<file path="src/rtl/key_event_fifo_if.sv">
// Key event stream from key_event_fifo to its consumer.
// The FIFO is the master: it drives code, release and valid; the consumer drives ready.
interface key_event_fifo_if;
  logic [3:0] key_code;
  logic       key_release;
  logic       key_valid;
  logic       key_ready;

  modport master (output key_code, output key_release, output key_valid, input key_ready);
  modport slave  (input key_code, input key_release, input key_valid, output key_ready);
endinterface

</file>
<file path="src/rtl/key_event_fifo.sv">
// Keypad bitmap -> debounced press events -> first-word-fall-through event FIFO.
// Define KEY_RELEASE_EN to also queue release events; entries then carry a release flag.
module key_event_fifo #(
  parameter int DEBOUNCE_N = 4,
  parameter int DEPTH      = 8
) (
  input  logic                     clk,
  input  logic                     rst_l,
  input  logic [15:0]              keys,
  input  logic                     clr,
  key_event_fifo_if.master         kif,
  output logic [$clog2(DEPTH):0]   count,
  output logic                     overflow
);
  localparam int CW = $clog2(DEBOUNCE_N) + 1;
  localparam int PW = $clog2(DEPTH);
  localparam logic [CW-1:0] CMAX = CW'(DEBOUNCE_N - 1);
`ifdef KEY_RELEASE_EN
  localparam int EW = 5;
`else
  localparam int EW = 4;
`endif

  logic [15:0]   samp, stable, stable_d;
  logic [CW-1:0] cnt;
  logic [15:0]   press_edge, pend_p, clr_p;
  logic          any_pend, push, pop, full, sel_rel;
  logic [3:0]    sel_idx;
  logic [EW-1:0] mem [DEPTH];
  logic [EW-1:0] head, last, wdata;
  logic [PW-1:0] wr_ptr, rd_ptr;

  function automatic logic [3:0] lowest(input logic [15:0] v);
    logic [3:0] r;
    r = 4'd0;
    for (int i = 15; i >= 0; i--) if (v[i]) r = 4'(i);
    return r;
  endfunction

  // stable_d lags stable by one cycle, so stable & ~stable_d is the edge of the update
  always_ff @(posedge clk or negedge rst_l) begin
    if (!rst_l) begin
      samp     <= '0;
      cnt      <= '0;
      stable   <= '0;
      stable_d <= '0;
    end else begin
      samp     <= keys;
      stable_d <= stable;
      if (keys != samp)     cnt <= '0;
      else if (cnt != CMAX) cnt <= cnt + CW'(1);
      if (keys == samp && cnt == CMAX) stable <= samp;
    end
  end

  assign press_edge = stable & ~stable_d;
  assign full = (count == (PW+1)'(DEPTH));
  assign pop  = kif.key_valid && kif.key_ready;

`ifdef KEY_RELEASE_EN
  logic [15:0] rel_edge, pend_r, clr_r;
  assign rel_edge = stable_d & ~stable;
  assign any_pend = (pend_p != '0) || (pend_r != '0);
  // every pending press drains before any pending release
  assign sel_rel  = (pend_p == '0);
  assign sel_idx  = sel_rel ? lowest(pend_r) : lowest(pend_p);
  assign clr_r    = (push && sel_rel) ? (16'd1 << sel_idx) : 16'd0;
  assign wdata    = {sel_rel, sel_idx};
`else
  assign any_pend = (pend_p != '0);
  assign sel_rel  = 1'b0;
  assign sel_idx  = lowest(pend_p);
  assign wdata    = sel_idx;
`endif
  assign push  = any_pend && (!full || pop);
  assign clr_p = (push && !sel_rel) ? (16'd1 << sel_idx) : 16'd0;

  // an edge only loses an event if its bit is still pending after this cycle's push
  always_ff @(posedge clk or negedge rst_l) begin
    if (!rst_l) begin
      pend_p   <= '0;
      overflow <= 1'b0;
`ifdef KEY_RELEASE_EN
      pend_r   <= '0;
`endif
    end else if (clr) begin
      pend_p   <= '0;
      overflow <= 1'b0;
`ifdef KEY_RELEASE_EN
      pend_r   <= '0;
`endif
    end else begin
      pend_p <= (pend_p & ~clr_p) | press_edge;
`ifdef KEY_RELEASE_EN
      pend_r   <= (pend_r & ~clr_r) | rel_edge;
      overflow <= overflow || ((press_edge & pend_p & ~clr_p) != '0)
                           || ((rel_edge & pend_r & ~clr_r) != '0);
`else
      overflow <= overflow || ((press_edge & pend_p & ~clr_p) != '0);
`endif
    end
  end

  always_ff @(posedge clk) begin
    if (push && !clr) mem[wr_ptr] <= wdata;
  end

  always_ff @(posedge clk or negedge rst_l) begin
    if (!rst_l) begin
      wr_ptr <= '0;
      rd_ptr <= '0;
      count  <= '0;
      last   <= '0;
    end else if (clr) begin
      wr_ptr <= '0;
      rd_ptr <= '0;
      count  <= '0;
    end else begin
      if (push) wr_ptr <= wr_ptr + PW'(1);
      if (pop) begin
        rd_ptr <= rd_ptr + PW'(1);
        last   <= mem[rd_ptr];
      end
      case ({push, pop})
        2'b10:   count <= count + (PW+1)'(1);
        2'b01:   count <= count - (PW+1)'(1);
        default: count <= count;
      endcase
    end
  end

  // hold the last popped head while empty so outputs stay quiet
  assign kif.key_valid = (count != '0);
  assign head          = kif.key_valid ? mem[rd_ptr] : last;
  assign kif.key_code  = head[3:0];
`ifdef KEY_RELEASE_EN
  assign kif.key_release = head[4];
`else
  assign kif.key_release = 1'b0;
`endif
endmodule

</file>
<file path="src/flat_wrapper.sv">
// flat-port wrapper written by rule: the top's interface ports become plain ports
module key_event_fifo_flat 
#(
  parameter int DEBOUNCE_N = 4,
  parameter int DEPTH      = 8
)
  (clk, rst_l, keys, clr, count, overflow, kif_key_code, kif_key_release, kif_key_valid, kif_key_ready);
  key_event_fifo_if kif_i ();
  input  logic clk;
  input  logic rst_l;
  input  logic [15:0] keys;
  input  logic clr;
  output logic [$clog2(DEPTH):0] count;
  output logic overflow;
  output wire logic [$bits(kif_i.key_code)-1:0] kif_key_code;
  output wire logic [$bits(kif_i.key_release)-1:0] kif_key_release;
  output wire logic [$bits(kif_i.key_valid)-1:0] kif_key_valid;
  input wire logic [$bits(kif_i.key_ready)-1:0] kif_key_ready;
  assign kif_key_code = kif_i.key_code;
  assign kif_key_release = kif_i.key_release;
  assign kif_key_valid = kif_i.key_valid;
  assign kif_i.key_ready = kif_key_ready;
  key_event_fifo #(.DEBOUNCE_N(DEBOUNCE_N), .DEPTH(DEPTH)) u_core (.clk(clk), .rst_l(rst_l), .keys(keys), .clr(clr), .kif(kif_i), .count(count), .overflow(overflow));
endmodule
</file>
<file path="config.mk">
export PLATFORM = sky130hd
export DESIGN_NAME = key_event_fifo_flat
export DESIGN_NICKNAME = d
export VERILOG_FILES = /design/src/rtl/key_event_fifo_if.sv /design/src/rtl/key_event_fifo.sv /design/src/flat_wrapper.sv
export SDC_FILE = /design/constraint.sdc
export NUM_CORES = 1
export LEC_CHECK = 0
export CAP_MARGIN = 25
export CORE_UTILIZATION = 45
export CTS_BUF_LIST = sky130_fd_sc_hd__clkbuf_2 sky130_fd_sc_hd__clkbuf_4 sky130_fd_sc_hd__clkbuf_8
export DETAILED_ROUTE_END_ITERATION = 8
export PLACE_DENSITY = 0.67
export SETUP_SLACK_MARGIN = 0.4
export SLEW_MARGIN = 20
export SYNTH_ARGS = -nofsm -noshare
export SYNTH_HDL_FRONTEND = slang
export SYNTH_SLANG_ARGS = --single-unit
</file>
<file path="constraint.sdc">
create_clock -name clk -period 2.87 [get_ports clk]
set_input_delay 0.574 -clock clk [delete_from_list [all_inputs] [get_ports clk]]
set_output_delay 0.574 -clock clk [all_outputs]
set_load 0.05 [all_outputs]
</file>
==> results of run 1 <==
[repair_timing]
| action | 4_1_cts | 5_1_grt |
|---|---|---|
| pin swaps | 6 | 0 |
| endpoints found under the hold margin | 0 | 0 |
| buffers inserted | 8 | 1 |
| resized for setup | 16 | 7 |
| endpoints found under the setup margin | 6 | 9 |
| hold buffers | 0 | 0 |
[cells by family after synthesis]
family,synth area share (%)
AND/OR/NAND/NOR,13.8
AO/OA/AOI/OAI,8.49
multiplexers,8.86
adder cells (fa/ha/maj),1.91
buffers and inverters,1.99
XOR/XNOR,4.23
other,0.0755
flip-flops,60.6
[sequential cells by signal (all words and copies together) (netlist names)]
signal           cells
u_core.mem          32
u_core.pend_p       16
u_core.samp         16
u_core.stable       16
u_core.stable_d     16
u_core.count         4
u_core.last          4
u_core.cnt           3
u_core.rd_ptr        3
u_core.wr_ptr        3
u_core.overflow      1
[worst max-delay path, cell delays in order (launching register included)]
cell,delay [ns]
dfrtp_1,0.36
buf_8,0.16
mux4_2,0.55
mux2i_4,0.21
a21oi_2,0.08
buf_4,0.19
[cell usage after synthesis, drive strengths merged (2+ instances only)]
master and count:
a211o 2, nor2b 4, xor2 20, nor3 4, nand2 26, and2 3
a21oi 30, a2111oi 2, mux4 8, and3 2, mux2 16, nand2b 18
nand3 6, edfxtp 32, xnor2 4, o31ai 5, dfrtp 82, nor2 48
buf 3, nor4 9, inv 12, ha 6, or3 4, clkbuf 9
a21o 2, o21ai 8, nand3b 3, a211oi 6, mux2i 8
[per-stage QoR]
stage | setup slack [ns] | total power [µW] | utilization, % | instance area, µm²
final | 0.342 | 4650 | 58.6 | 6160
after global routing | 0.253 | 4860 | 58.6 | 6160
after CTS | 0.299 | 4680 | 58.1 | 6110
after detailed placement | 0.117 | 2870 | 52.4 | 5510
after global placement | 0.203 | 2850 | 52.4 | 5510
after floorplan | 0.454 | 2540 | - | 5000
[power by group]
group	switching, µW	total [µW]	internal (µW)
sequential	66.7	1800	1730
combinational	682	1120	443
clock	618	1720	1110
[area by class of cell]
type	instances	area share [%]
repair buffers	53	8.01
flip-flops and latches	114	49.0
well taps	136	2.76
inverters	12	0.772
clock inverters	10	2.89
multi-input cells	262	32.0
clock buffers	21	4.59
[routing by layer]
metal	share of wire [%]	up-vias
met5	0	-
met4	2.7	0
met3	3.4	19
met2	50	69
met1	44	1598
li1	-	1555
[final timing paths]
path	start	end	slack, ns	cells past startpoint
max in group asynchronous	rst_l	u_core.pend_p[13]$_DFF_PN0_	2.16	3
worst min register to register	u_core.stable[0]$_DFFE_PN0P_	u_core.stable_d[0]$_DFF_PN0_	0.39	0
worst max register to register	u_core.pend_p[11]$_DFF_PN0_	u_core.overflow$_DFF_PN0_	0.37	9
min in group clk	u_core.stable[0]$_DFFE_PN0P_	u_core.stable_d[0]$_DFF_PN0_	0.39	0
worst min-delay path	rst_l	u_core.last[0]$_DFFE_PN0P_	0.03	1
worst max-delay path	u_core.rd_ptr[0]$_DFFE_PN0P_	kif_key_code[0]	0.34	5
==> metrics.txt, run 1 <==
Vias per Instance=5.33; top post-synthesis cells by area=dfrtp_1 41%, edfxtp_1 19%, mux2_2 3.6%, mux4_2 3.6%, nor2_1 3.6%; Initial DRC Count=180; Fill cells=850; final hold slack=0.0257 ns; Synth top area share=41.3%; Remaining DRCs=0; DR WL/cell=15.8 µm; hpwl dp=approximately 6700 µm; CP endpoint kind=output pin; RSZ-0062 raised after global routing=true; count of cell types in the netlist=between 50 and 60; Rel. slew slack=58.5%; Die Height=107 µm; synthesized cell area=4970 µm²; Setup violations, final=0; sequential area share after synthesis=60.6%; most frequent cells in the layout=78 x dfrtp_1, 48 x nor2_1, 32 x edfxtp_1, 26 x buf_4, 25 x nand2_1; CTS tree=done; Critical Path RT=2.30 ns; met1 usage=around a quarter; Inserted Clock Buffers=17; GRT Overall Usage=around 19%; flops & latches, synth=about 110; largest net degree at the start of global routing=77; CP Launch Type=flop; min cycle time layout=about 2.5 ns; grt ovf=0; Starting Density=47.3%; most common cell after layout, fill and taps aside=dfrtp_1; Post-Syn Area per Cell=12.4 µm²; Final #Nets=roughly 500; share of layout cells above drive strength 1=23.9%; Fin Setup TNS=0 ns; vias=3241; Worst Clk Skew=0.00772 ns; Max Root-Sink Buffers=2; EDFF count, synth=32; first-pass GRT wire length=16800 µm; Slew Viols, Final=0; antenna violations before repair=0; Most Used Layer, Global Route=met2; Post-Syn Instances=400; fin crit share=88.1%; Core ar.=between 10000 and 15000 µm²; area leader, netlist=dfrtp_1; crit-path max FO=9; Leak=around 0.0026 µW; DRT antenna net count=0; Worst-Skew Late Latency=0.41 ns; crit path DAT=1.95 ns; Tightest Pin Transition=0.622 ns; GPL Wtd Cong=0.964; WS Path Type=flop to output pin; Placed Instances=567; area grow syn2layout=23.9%; met3 Use GR=4.13%; Synth Flop Type=dfrtp_1; worst IR drop on VDD=924 µV; area occupied by registers=3020 µm²; DIE AREA=11500 µm²; synthesized net count=427; # port buffers=29; DRT Pass-1 Iters=5; status=complete, no violations; f_max=396 MHz; min-delay worst type=input port to async pin; max_cap viols=0; final hold violation count=0; final WL=9620 µm; H-tree lvl count=4; fin cells=608; io pins=31; via count of the first global-routing pass=between 3k and 4k; # rows=37; multi-input combinational cell area=1970 µm²; CTS root buffer=clkbuf_8; CTS sink cnt=114; Yosys warning count=0; pwr/cell area=~750 nW/µm²; DIE WIDTH=107 µm; met2 Track Usage GR=between 30% and 40%; Synth async-reset ratio=71.9%; diode count=0; Worst-path clk slew=0.07 ns
(Power assumes the default switching activity.)
==> run 2, diff against run 1 <==
Settings changed: CORE_MARGIN set to 10.
==> metrics.txt, run 2 (synthesis gave the netlist of run 1 again) <==
pwr/cell area=753 nW/µm²; Worst-path clk slew=about 0.070 ns; placed instance area=about 5500 µm²; Crit. Startpoint=u_core.rd_ptr[0]$_DFFE_PN0P_; DRT Pass-1 Iters=4; # port buffers=29; CTS root buffer=clkbuf_8; r2r endpoint=u_core.count[3]$_DFFE_PN0P_; hpwl dp=around 7200 µm; CP endpoint kind=output pin; first-pass GRT wire length=17300 µm; Die Height=125 µm; Worst path depth=5; area grow syn2layout=24.1%; crit-path cells=buf_8 > mux4_2 > mux2i_2 > a21oi_2 > buf_4; Tightest Pin Transition=0.648 ns; DRT antenna net count=0; Worst-Skew Late Latency=0.43 ns; crit path DAT=around 2 ns; Remaining DRCs=0; worst IR drop on VDD=617 µV; io pins=31; vias=3295; Slew Viols, Final=0; reg-to-reg slack, setup=0.42 ns; Buf/Inv on CP=2; Core ar.=roughly 11000 µm²; RSZ-0062 raised after global routing=true; Critical Path RT=about 2.3 ns; multi-input combinational cell area=1950 µm²; Rel. slew slack=a little under three fifths; Finished Cell Area=6160 µm²; share of layout cells above drive strength 1=25.3%; Crit path max-delay family=multiplexers; most common cell after layout, fill and taps aside=dfrtp_1; met1 usage=between 10% and 20%; CP max-delay cell=mux4_2; Largest register FFs=32; grt ovf=0; Fill cells=around 900; met2 Track Usage GR=20.9%; fin cells=between 600 and 700; DIE AREA=15600 µm²; final WL=10200 µm; Most flops, register=u_core.mem; WS Path Type=flop to output pin; Final #Nets=489; Initial DRC Count=around 180; Vias per Instance=5.36; Max Root-Sink Buffers=2; via count of the first global-routing pass=3445; Critical Path Sink=kif_key_code[1]; H-tree lvl count=4; diode count=0; met3 Use GR=4.99%; DIE WIDTH=125 µm; Most Used Layer, Global Route=met2; reg2reg start=u_core.pend_p[7]$_DFF_PN0_; largest net degree at the start of global routing=52; Starting Density=45.8%; CTS sink cnt=114; hold buffer count at CTS=0; Worst Clk Skew=roughly 0.011 ns; Leak=0.00261 µW; min-delay worst type=input port to async pin; fin crit share=89.9%; Placed Instances=569; CP Launch Type=flop; status=complete, no violations; f_max=388 MHz; crit-path max FO=9; max_cap viols=0; Inserted Clock Buffers=17; GPL Wtd Cong=0.910; area occupied by registers=roughly 3000 µm²; r2r worst-path depth=11; # rows=38; antenna violations before repair=0; GRT Overall Usage=13.6%; final hold violation count=0; min cycle time layout=approximately 2.6 ns; most frequent cells in the layout=75 x dfrtp_1, 48 x nor2_1, 32 x edfxtp_1, 29 x buf_4, 25 x nand2_1; Setup violations, final=0; Fin Setup TNS=0 ns; CTS tree=done; DR WL/cell=~17 µm; CP max stage delay=0.55 ns
-- run 2: worst min path at each step --
stage,endpoint,slack [ns]
5_1_grt,u_core.rd_ptr[2]$_DFFE_PN0P_,0.10
4_1_cts,u_core.count[2]$_DFFE_PN0P_,0.09
2_1_floorplan,u_core.cnt[0]$_DFFE_PN0N_,0.28
3_3_place_gp,u_core.stable_d[15]$_DFF_PN0_,0.38
6_report,u_core.count[2]$_DFFE_PN0P_,0.08
3_5_place_dp,u_core.stable_d[14]$_DFF_PN0_,0.38
-- run 2: final cells by class --
| type | count | area share, % |
|---|---|---|
| clock inverter | 8 | 2.82 |
| tap | 140 | 2.84 |
| inverter | 12 | 0.771 |
| sequential | 114 | 49.0 |
| multi-input combinational | 262 | 31.7 |
| clock buffer | 24 | 4.95 |
| timing repair buffer | 55 | 7.92 |
-- run 2: routing by layer --
| layer | wire (µm) | share of wire (%) | vias to the layer above |
|---|---|---|---|
| li1 | - | - | 1560 |
| met1 | 4650 | 45 | 1617 |
| met2 | 4800 | 47 | 105 |
| met3 | 614 | 6.0 | 13 |
| met4 | 164 | 1.6 | 0 |
| met5 | 0 | 0 | - |
-- run 2: report_power, final --
group / internal (µW) / switching, µW / total, µW
clock: 1140 / 606 / 1750
sequential: 1730 / 64.8 / 1800
combinational: 425 / 675 / 1100
total: 3300 / 1350 / 4640
-- run 2: through the flow --
step                power, µW  util, %  setup slack [ns]  hold slack (ns)
detailed placement       2870     50.7             0.132            0.378
global placement         2850     50.7             0.187            0.378
floorplan                2540        -             0.454            0.278
global route             4850     56.9             0.204            0.102
finish                   4640     56.9             0.290           0.0848
CTS                      4680     56.4             0.276           0.0857
-- run 2: what timing repair did --
item,CTS,global route
gates cloned,0,0
endpoints found under the hold margin,0,0
endpoints found under the setup margin,6,10
setup buffers,11,3
gates resized for setup,15,10
pin swaps,7,2
==> run 3, diff against run 2 <==
Settings changed: CAP_MARGIN 25 to 40.
==> results of run 3 <==
The final DEF is identical to that of run 2; final timing and power are the same.
